`config.mk`:
```
export PLATFORM = sky130hd
export DESIGN_NAME = cpu_trace_buffer_flat
export DESIGN_NICKNAME = d
export VERILOG_FILES = /design/src/rtl/cpu_trace_buffer_if.sv /design/src/rtl/cpu_trace_buffer.sv /design/src/flat_wrapper.sv
export SDC_FILE = /design/constraint.sdc
export NUM_CORES = 2
export LEC_CHECK = 0
export ABC_CLOCK_PERIOD_IN_PS = 11160
export BUFFER_PORTS_ARGS = -buffer_cell sky130_fd_sc_hd__buf_4
export CAP_MARGIN = 25
export CORE_ASPECT_RATIO = 0.9
export CORE_UTILIZATION = 30
export CTS_CLUSTER_SIZE = 14
export DETAILED_ROUTE_END_ITERATION = 10
export PLACE_DENSITY_LB_ADDON = 0.2
export RECOVER_POWER = 100
export REMOVE_ABC_BUFFERS = 1
export SLEW_MARGIN = 10
export SYNTH_ARGS = -nofsm -noshare
export SYNTH_HDL_FRONTEND = slang
export SYNTH_SLANG_ARGS = --single-unit
```
`constraint.sdc`:
```
create_clock -name clk -period 11.16 [get_ports clk]
set_clock_uncertainty 0.15 [all_clocks]
set_input_delay 1.674 -clock clk [delete_from_list [all_inputs] [get_ports clk]]
set_output_delay 1.674 -clock clk [all_outputs]
set_load 0.05 [all_outputs]
```
`src/rtl/cpu_trace_buffer_if.sv`:
```
// cpu_trace_buffer_if: CPU observation bus and trace read port
// master = CPU/reader side, slave = trace buffer side
interface cpu_trace_buffer_if #(
  parameter int CYC_W = 16,
  parameter int DEPTH = 16
);
  localparam int ENTRY_W = CYC_W + 71;
  localparam int CW      = $clog2(DEPTH) + 1;

  logic [31:0]        pc_out;
  logic [31:0]        instr;
  logic               pc_wre;
  logic               reg_wre;
  logic [4:0]         write_reg;
  logic [31:0]        write_data;
  logic               m_wr;
  logic [31:0]        alu_result;
  logic               rd_en;
  logic               rd_valid;
  logic [ENTRY_W-1:0] rd_data;
  logic [CW-1:0]      count;
  logic               overflow;
  logic [CYC_W-1:0]   drop_cnt;
  logic               halted;
  logic [CYC_W-1:0]   cycle;

  modport master (
    output pc_out, instr, pc_wre,
    output reg_wre, write_reg, write_data,
    output m_wr, alu_result, rd_en,
    input  rd_valid, rd_data, count,
    input  overflow, drop_cnt,
    input  halted, cycle
  );

  modport slave (
    input  pc_out, instr, pc_wre,
    input  reg_wre, write_reg, write_data,
    input  m_wr, alu_result, rd_en,
    output rd_valid, rd_data, count,
    output overflow, drop_cnt,
    output halted, cycle
  );
endinterface

```
`src/rtl/cpu_trace_buffer.sv`:
```
// cpu_trace_buffer: retirement trace FIFO with halt detect
// TRACE_MEM_EN: log store retirements as kind 2'b10
module cpu_trace_buffer #(
  parameter int         CYC_W   = 16,
  parameter int         DEPTH   = 16,
  parameter logic [5:0] HALT_OP = 6'b111111
) (
  input logic          clk,
  input logic          reset,
  cpu_trace_buffer_if.slave bus
);
  localparam int AW      = $clog2(DEPTH);
  localparam int CW      = AW + 1;
  localparam int ENTRY_W = CYC_W + 71;

  logic [AW-1:0]      wr_ptr_q, wr_ptr_d;
  logic [AW-1:0]      rd_ptr_q, rd_ptr_d;
  logic [CW-1:0]      count_q, count_d;
  logic               overflow_q, overflow_d;
  logic [CYC_W-1:0]   drop_cnt_q, drop_cnt_d;
  logic               halted_q, halted_d;
  logic [CYC_W-1:0]   cycle_q, cycle_d;
  logic [ENTRY_W-1:0] mem_q [DEPTH];

  logic               ret;
  logic               is_halt;
  logic               full;
  logic               push;
  logic               pop;
  logic [1:0]         kind;
  logic [4:0]         dest;
  logic [31:0]        data;
  logic [ENTRY_W-1:0] entry;

`ifndef TRACE_MEM_EN
  logic unused_mem;
  assign unused_mem = ^{bus.m_wr, bus.alu_result};
`endif

  // Classify the retiring instruction into a trace entry
  always_comb begin
    kind = 2'b00;
    dest = 5'd0;
    data = 32'd0;
    if (is_halt) begin
      kind = 2'b11;
      data = bus.instr;
    end else if (bus.reg_wre) begin
      kind = 2'b01;
      dest = bus.write_reg;
      data = bus.write_data;
    end
`ifdef TRACE_MEM_EN
    else if (bus.m_wr) begin
      kind = 2'b10;
      data = bus.alu_result;
    end
`endif
  end

  assign ret     = bus.pc_wre && !halted_q;
  assign is_halt = bus.instr[31:26] == HALT_OP;
  assign full    = count_q == CW'(DEPTH);
  assign pop     = bus.rd_en && (count_q != '0);
  assign push    = ret && (!full || pop);
  assign entry   = {cycle_q, bus.pc_out, kind, dest, data};

  // Next-state for pointers, occupancy, status and cycle counter
  always_comb begin
    wr_ptr_d   = wr_ptr_q;
    rd_ptr_d   = rd_ptr_q;
    count_d    = count_q + CW'(push) - CW'(pop);
    overflow_d = overflow_q;
    drop_cnt_d = drop_cnt_q;
    halted_d   = halted_q;
    cycle_d    = cycle_q;
    if (push) wr_ptr_d = wr_ptr_q + AW'(1);
    if (pop)  rd_ptr_d = rd_ptr_q + AW'(1);
    if (ret && !push) begin
      overflow_d = 1'b1;
      if (drop_cnt_q != '1)
        drop_cnt_d = drop_cnt_q + CYC_W'(1);
    end
    if (ret && is_halt) halted_d = 1'b1;
    if (!halted_q) cycle_d = cycle_q + CYC_W'(1);
  end

  // Control state, cleared asynchronously
  always_ff @(posedge clk or negedge reset) begin
    if (!reset) begin
      wr_ptr_q   <= '0;
      rd_ptr_q   <= '0;
      count_q    <= '0;
      overflow_q <= 1'b0;
      drop_cnt_q <= '0;
      halted_q   <= 1'b0;
      cycle_q    <= '0;
    end else begin
      wr_ptr_q   <= wr_ptr_d;
      rd_ptr_q   <= rd_ptr_d;
      count_q    <= count_d;
      overflow_q <= overflow_d;
      drop_cnt_q <= drop_cnt_d;
      halted_q   <= halted_d;
      cycle_q    <= cycle_d;
    end
  end

  // Entry storage, contents survive reset
  always_ff @(posedge clk) begin
    if (push) mem_q[wr_ptr_q] <= entry;
  end

  assign bus.rd_valid = count_q != '0;
  assign bus.rd_data  = bus.rd_valid ? mem_q[rd_ptr_q] : '0;
  assign bus.count    = count_q;
  assign bus.overflow = overflow_q;
  assign bus.drop_cnt = drop_cnt_q;
  assign bus.halted   = halted_q;
  assign bus.cycle    = cycle_q;
endmodule

```
`src/flat_wrapper.sv`:
```
// flat-port wrapper written by rule: the top's interface ports become plain ports
module cpu_trace_buffer_flat 
#(
  parameter int         CYC_W   = 16,
  parameter int         DEPTH   = 16,
  parameter logic [5:0] HALT_OP = 6'b111111
)
  (clk, reset, bus_pc_out, bus_instr, bus_pc_wre, bus_reg_wre, bus_write_reg, bus_write_data, bus_m_wr, bus_alu_result, bus_rd_en, bus_rd_valid, bus_rd_data, bus_count, bus_overflow, bus_drop_cnt, bus_halted, bus_cycle);
  cpu_trace_buffer_if #(.CYC_W(CYC_W), .DEPTH(DEPTH)) bus_i ();
  input logic clk;
  input logic reset;
  input wire logic [$bits(bus_i.pc_out)-1:0] bus_pc_out;
  input wire logic [$bits(bus_i.instr)-1:0] bus_instr;
  input wire logic [$bits(bus_i.pc_wre)-1:0] bus_pc_wre;
  input wire logic [$bits(bus_i.reg_wre)-1:0] bus_reg_wre;
  input wire logic [$bits(bus_i.write_reg)-1:0] bus_write_reg;
  input wire logic [$bits(bus_i.write_data)-1:0] bus_write_data;
  input wire logic [$bits(bus_i.m_wr)-1:0] bus_m_wr;
  input wire logic [$bits(bus_i.alu_result)-1:0] bus_alu_result;
  input wire logic [$bits(bus_i.rd_en)-1:0] bus_rd_en;
  output wire logic [$bits(bus_i.rd_valid)-1:0] bus_rd_valid;
  output wire logic [$bits(bus_i.rd_data)-1:0] bus_rd_data;
  output wire logic [$bits(bus_i.count)-1:0] bus_count;
  output wire logic [$bits(bus_i.overflow)-1:0] bus_overflow;
  output wire logic [$bits(bus_i.drop_cnt)-1:0] bus_drop_cnt;
  output wire logic [$bits(bus_i.halted)-1:0] bus_halted;
  output wire logic [$bits(bus_i.cycle)-1:0] bus_cycle;
  assign bus_i.pc_out = bus_pc_out;
  assign bus_i.instr = bus_instr;
  assign bus_i.pc_wre = bus_pc_wre;
  assign bus_i.reg_wre = bus_reg_wre;
  assign bus_i.write_reg = bus_write_reg;
  assign bus_i.write_data = bus_write_data;
  assign bus_i.m_wr = bus_m_wr;
  assign bus_i.alu_result = bus_alu_result;
  assign bus_i.rd_en = bus_rd_en;
  assign bus_rd_valid = bus_i.rd_valid;
  assign bus_rd_data = bus_i.rd_data;
  assign bus_count = bus_i.count;
  assign bus_overflow = bus_i.overflow;
  assign bus_drop_cnt = bus_i.drop_cnt;
  assign bus_halted = bus_i.halted;
  assign bus_cycle = bus_i.cycle;
  cpu_trace_buffer #(.CYC_W(CYC_W), .DEPTH(DEPTH), .HALT_OP(HALT_OP)) u_core (.clk(clk), .reset(reset), .bus(bus_i));
endmodule
```
**Yosys cells after proc, flatten, opt, wreduce, memory -nomap -nowiden**

Memories as Yosys holds them, arrays and structs flattened.
Index checks and enable logic that the tools add are counted.

- Mux-type cells: 9
- Reduce and logical (&&, ||, !) cells: 11
- Equality and inequality tests: 3
- $add $sub $neg: 6

Operator list:

| operator | count |
|---|---|
| 2-to-1 mux 87 bit | 1 |
| 2-to-1 mux 32 bit | 2 |
| adder 16 x 1 -> 16 bit, second input constant | 2 |
| != test 16 bit, second input constant | 1 |
| 2-to-1 mux 5 bit | 2 |
| adder 4 x 1 -> 4 bit, second input constant | 2 |
| equality test 6 bit, second input constant | 1 |
| adder 5 x 1 -> 5 bit | 1 |
| equality test 5 bit, second input constant | 1 |
| logical AND 1 bit | 5 |
| nonzero test 5 bit | 1 |
| subtractor 5 x 1 -> 5 bit | 1 |
| zero test 1 bit | 3 |
| 2-to-1 mux 1 bit | 3 |
| 2-to-1 mux 2 bit | 1 |
| AND reduction 2 bit | 1 |
| logical OR 1 bit | 1 |

- Word-level logic and storage cells: 37
- Output and inout bits: 127
- Bits in writable memories: 1392
- Memories kept: 1
- Input port bits: 139
- Bits in registers: 47

Memory list:

| name | depth | bits a word | rd ports | clocked after Yosys merged registers in | write ports | RTL line | RTL |
|---|---|---|---|---|---|---|---|
| u_core.mem_q | 16 | 87 | 1 | 0 | 1 | cpu_trace_buffer.sv:23 | `logic [ENTRY_W-1:0] mem_q [DEPTH];` |

**Longest topological paths before layout**

- Word-level depth: 7
- Depth in mapped cells: 14
- Mapped depth without buffers: 12

**Worst setup path before layout**

Ideal clock, no wire load.

- Path type: input-to-reg
- Start point: input bus_rd_en
- End point: memory u_core.mem_q[3][0] (netlist name) (enable)
- Arrival: 8.331 ns
- Stages on the path: 4
- Library setup time: 0.639 ns
- Path slack: 2.041 ns
- Buffers on the path: 0
- Cells stage by stage: inv_1 > a311oi_2 > nand2_1 > nor3_1

- Word-level cells in the longest chain between the ends: 5

RTL lines:

| item | RTL line | RTL |
|---|---|---|
| start: declaration | flat_wrapper.sv:20 | `input wire logic [$bits(bus_i.rd_en)-1:0] bus_rd_en;` |
| logical AND 1 bit | cpu_trace_buffer.sv:64 | `assign pop = bus.rd_en && (count_q != '0);` |
| logical OR 1 bit | cpu_trace_buffer.sv:65 | `assign push = ret && (!full \|\| pop);` |
| logical AND 1 bit | cpu_trace_buffer.sv:65 |  |
| named net u_core.push | cpu_trace_buffer.sv:28 | `logic push;` |
| 2-to-1 mux 1 bit | cpu_trace_buffer.sv:111 | `if (push) mem_q[wr_ptr_q] <= entry;` |
| 2-to-1 mux 1 bit (not written as such) | cpu_trace_buffer.sv:111 |  |
| end: declaration | cpu_trace_buffer.sv:23 |  |

The timed path passes the listed nets, and every way through them passes these cells.

**Final worst setup path**

- Start point: register u_core.count_q[2] (netlist: u_core.bus.count[2])
- End point: output bus_rd_data[1]

- Word-level cells in the longest chain between the ends: 2

RTL lines:

| item | RTL line | RTL |
|---|---|---|
| start: declaration | cpu_trace_buffer.sv:18 | `logic [CW-1:0] count_q, count_d;` |
| start signal: assignment | cpu_trace_buffer.sv:101 | `count_q <= count_d;` |
| nonzero test 5 bit | cpu_trace_buffer.sv:114 | `assign bus.rd_valid = count_q != '0;` |
| 2-to-1 mux 87 bit | cpu_trace_buffer.sv:115 | `assign bus.rd_data = bus.rd_valid ? mem_q[rd_ptr_q] : '0;` |
| end: declaration | flat_wrapper.sv:22 | `output wire logic [$bits(bus_i.rd_data)-1:0] bus_rd_data;` |

No other way between the ends.

==> flow_results.org <==
** Die
- The initial utilization of the core area, before any placement, comes to 30.3%.
- From left edge to right edge, the die measures 456 µm.
- The floorplan step defined a die boundary enclosing 187000 µm².
- In this run the count of I/O pins placed on the die edge is 266.
- The core region is 184000 µm².
- Total number of placement rows :: 149
- Chip Height :: 410 µm

** Flow run
- Across the run, the number of max-cap violations was 32.

** Global routing
- The first global-routing pass estimated 209000 µm of wire.
- Across every metal layer, demand over resource in global routing totals 15.7%.
- Via count of the first global-routing pass :: 28825
- Summed over all layers, the global routing overflow is 0.
- Entering global routing, the biggest net connects 96 pins.
- Initial antenna violation count :: 10

** Setup path
- Data arrival time of the critical path :: 6.61 ns
- In this run the worst path has a maximum fanout of 70.
- At the worst endpoint, the required time is 9.34 ns.
- STA classifies the critical path endpoint as a primary output.
- Counting cells, the worst reg-to-reg path comes to 8.
- Critical path launch point type :: register
- In this run the critical register-to-register path is captured at u_core.mem_q[0][79].
- Reg-to-Reg Start :: u_core.bus.count[2]
- Critical path class :: register to primary output
- Flop2flop setup slack :: 3.28 ns

** Place
- Post-placement cell area :: 60300 µm²
- Dpl cells :: 5106
- Placed wire-length estimate :: 70400 µm
- Prior to clock tree synthesis, the placed netlist has a worst setup slack of 5.35 ns.
- Port buffering added 232 buffers.
- The congestion estimate from routability-driven global placement came to 0.715.

** Clock network
- For this design, the sink count on the clock tree is 1439.
- Buffers added to address setup during post-CTS repair amount to 0.
- CTS root buf :: clkbuf_16
- After clock tree synthesis, the flow added hold-fix buffers numbering 0.
- Clock latency reported for the late side of the worst-skew pair :: 0.78 ns
- Number of gates resized after cts :: 0
- TritonCTS clock tree :: done
- Clock-pin slew was measured on the worst setup and hold paths at 0.06 ns.
- The H-tree was split into 4 levels.
- Buffers from clock root to sink, at most :: 3
- Counting the buffers created by CTS gives 154.

** Detailed routing
- Dividing the detail-routed via count by the number of cells gives 4.98.
- Number of DRC violations after detailed-routing iteration 0 :: 2280
- Number of iterations in the first detailed-routing pass :: 7
- The routed layout has 26890 vias.
- Antenna-violating nets left :: 0
- Per-cell routed wire length :: 27.2 µm
- For this block, the routed nets add up to 147000 µm of wire.
- After detailed routing, the number of remaining DRC violations is 0.

** Worst hold path
- The min-delay analysis places its worst path in the category register to register.
- Endpoint, Worst Hold :: u_core.bus.overflow
- Hold path startpoint :: u_core.bus.overflow
- Worst hold path cell count :: 1

** STA
- The total count of max-transition violations in the final report was 1212.
- Headroom to the max-slew limit came out at -197%.
- Dividing the final minimum period by the clock period gives 75.6%.
- Final hold analysis gives a worst-case slack of 0.346 ns.
- Adding up every negative setup slack in the final design gives 0 ns.
- Subtracting the final worst setup slack from the clock period gives 8.43 ns.
- Timing would allow up to 0.119 GHz.
- For the pin with the worst max-slew slack, the measured transition is 4.45 ns.
- Setup repair after global routing missed its margin :: false
- Setup violations remaining at the end of the flow were counted as 0.
- Final Hold Violating Endpoints :: 0
- Setup slack closes at 2.73 ns.

** Finish
- For this run, the share of the core covered by cells in the final layout is 35.1%.
- Commonest non-fill, non-tap cells in the layout :: 1392 x edfxtp_1, 348 x mux4_2, 215 x clkbuf_1
- Area of all sequential standard cells :: 43000 µm²
- For this run, the post-layout net count is 3001.
- Area of all placed cells without fillers :: 64500 µm²
- In the final layout, the share of cells above drive strength 1 is 23.0%.
- For this run, the number of standard cells in the final layout without fillers is 5395.
- Area used by multi-input combinational logic :: 11800 µm²
- Relative to the synthesized area, the layout overhead comes to 16.0%.
- The library cell used most frequently in the layout, excluding fill and tap cells, is edfxtp_1.
- FILL cells :: 16864

** Power
- Power per cell area :: 274 nW/µm²
- The design draws 17.7 mW.
- Maximum resistive drop on vdd :: 0.175 mV
- In this run the static leakage power is 20.4 nW.

** Yosys
- Post-synthesis mux area share :: 15.7%
- Synthesis inferred 1439 register bits.
- Average cell area after synthesis :: 21.7 µm²
- In the synthesized netlist the async set-or-reset flop fraction comes to 3.27%.
- Synthesized-area fraction occupied by and/or/nand/nor cells :: 3.27%
- After Yosys synthesis, full adders, half adders and majority gates account for 0.329% of the synthesized area.
- Area fraction in compound gates after synthesis :: 1.32%
- Post-synthesis cell area :: 55600 µm²
- Xor/xnor cell area share of the yosys netlist :: 0.583%
- Flip-flop cell with the highest count after synthesis :: edfxtp_1
- Synthesized instance count :: 2561
- Number of library cell types mapped by synthesis :: 42
- For this run, the number of Yosys warnings is 0.
- Sequential-to-total area share from yosys stat :: 77.4%
- Counting flops with a built-in enable in the synthesized netlist gives 1392.
- By area, the combinational part of the netlist is dominated by multiplexers.

** Status
- Run status :: complete, but fails checks
- The final reports fail on max-capacitance violations, max-slew violations.
[registers in the layout, summed over array words and instances (netlist names)]
register             cells
u_core.bus.cycle        16
u_core.bus.drop_cnt     16
u_core.bus.overflow      1
u_core.bus.count         5
u_core.wr_ptr_q          4
u_core.bus.halted        1
u_core.rd_ptr_q          4
u_core.mem_q          1392
[worst max path at each step]
stage / from / slack [ns] / to / cells after the start
after global placement: u_core.rd_ptr_q[0] / 5.39 / bus_rd_data[19] / 6
after CTS: u_core.rd_ptr_q[0] / 4.47 / bus_rd_data[19] / 6
after detailed placement: u_core.rd_ptr_q[0] / 5.35 / bus_rd_data[19] / 6
final: u_core.bus.count[2] / 2.73 / bus_rd_data[1] / 7
after floorplan: u_core.rd_ptr_q[0] / -5.90 / bus_rd_data[0] / 3
after global routing: u_core.bus.count[2] / 2.29 / bus_rd_data[85] / 7
[routing by layer]
metal	part of all wire, %	vias up	GRT usage, %
li1	-	11322	-
met5	0.018	-	0
met4	1.8	6	4.20
met1	45	14663	21.3
met2	48	730	25.4
met3	5.1	169	3.25
[kinds of logic after synthesis]
kind of cell / Yosys count
XOR/XNOR: 37
AND/OR/NAND/NOR: 370
multiplexers: 438
adder cells (fa/ha/maj): 14
buffers and inverters: 164
flip-flops: 1439
AO/OA/AOI/OAI: 99
[power breakdown]
| part | leakage (nW) | total [mW] | switching [mW] | internal, mW |
|---|---|---|---|---|
| sequential | 13.4 | 6.87 | 0.294 | 6.58 |
| combinational | 4.63 | 5.74 | 3.87 | 1.87 |
| clock | 2.44 | 5.07 | 2.10 | 2.97 |
| total | 20.4 | 17.7 | 6.26 | 11.4 |
[critical path, cell delays in order (launching register included)]
cell and delay, ns:
dfrtp_1 0.39, inv_1 0.08, ha_1 0.20, or4b_1 2.22, clkbuf_2 1.76, nand3_1 0.26
o211ai_1 0.26, clkbuf_1 0.51
[Yosys cell counts, types with 18 or more instances]
master / count / share of area (%)
clkbuf_1: 61 / 0.41
edfxtp_1: 1392 / 75
o211ai_1: 87 / 1.2
mux4_2: 348 / 14
xor2_1: 19 / 0.30
dfrtp_1: 47 / 2.1
nand3_1: 207 / 1.9
nand2_1: 85 / 0.57
mux2i_1: 87 / 1.6
xnor2_1: 18 / 0.28
buf_2: 54 / 0.49
nor2_1: 21 / 0.14
buf_1: 20 / 0.14
[final cells by class]
class / instances / area share (%)
Inverter: 11 / 0.0641
Clock inverter: 84 / 1.45
Clock buffer: 198 / 6.33
Timing Repair Buffer: 284 / 2.45
Multi-Input combinational cell: 958 / 18.3
Tap cell: 2416 / 4.69
Antenna cell: 5 / 0.0194
Sequential cell: 1439 / 66.7
Power figures use the tool's default switching activity.
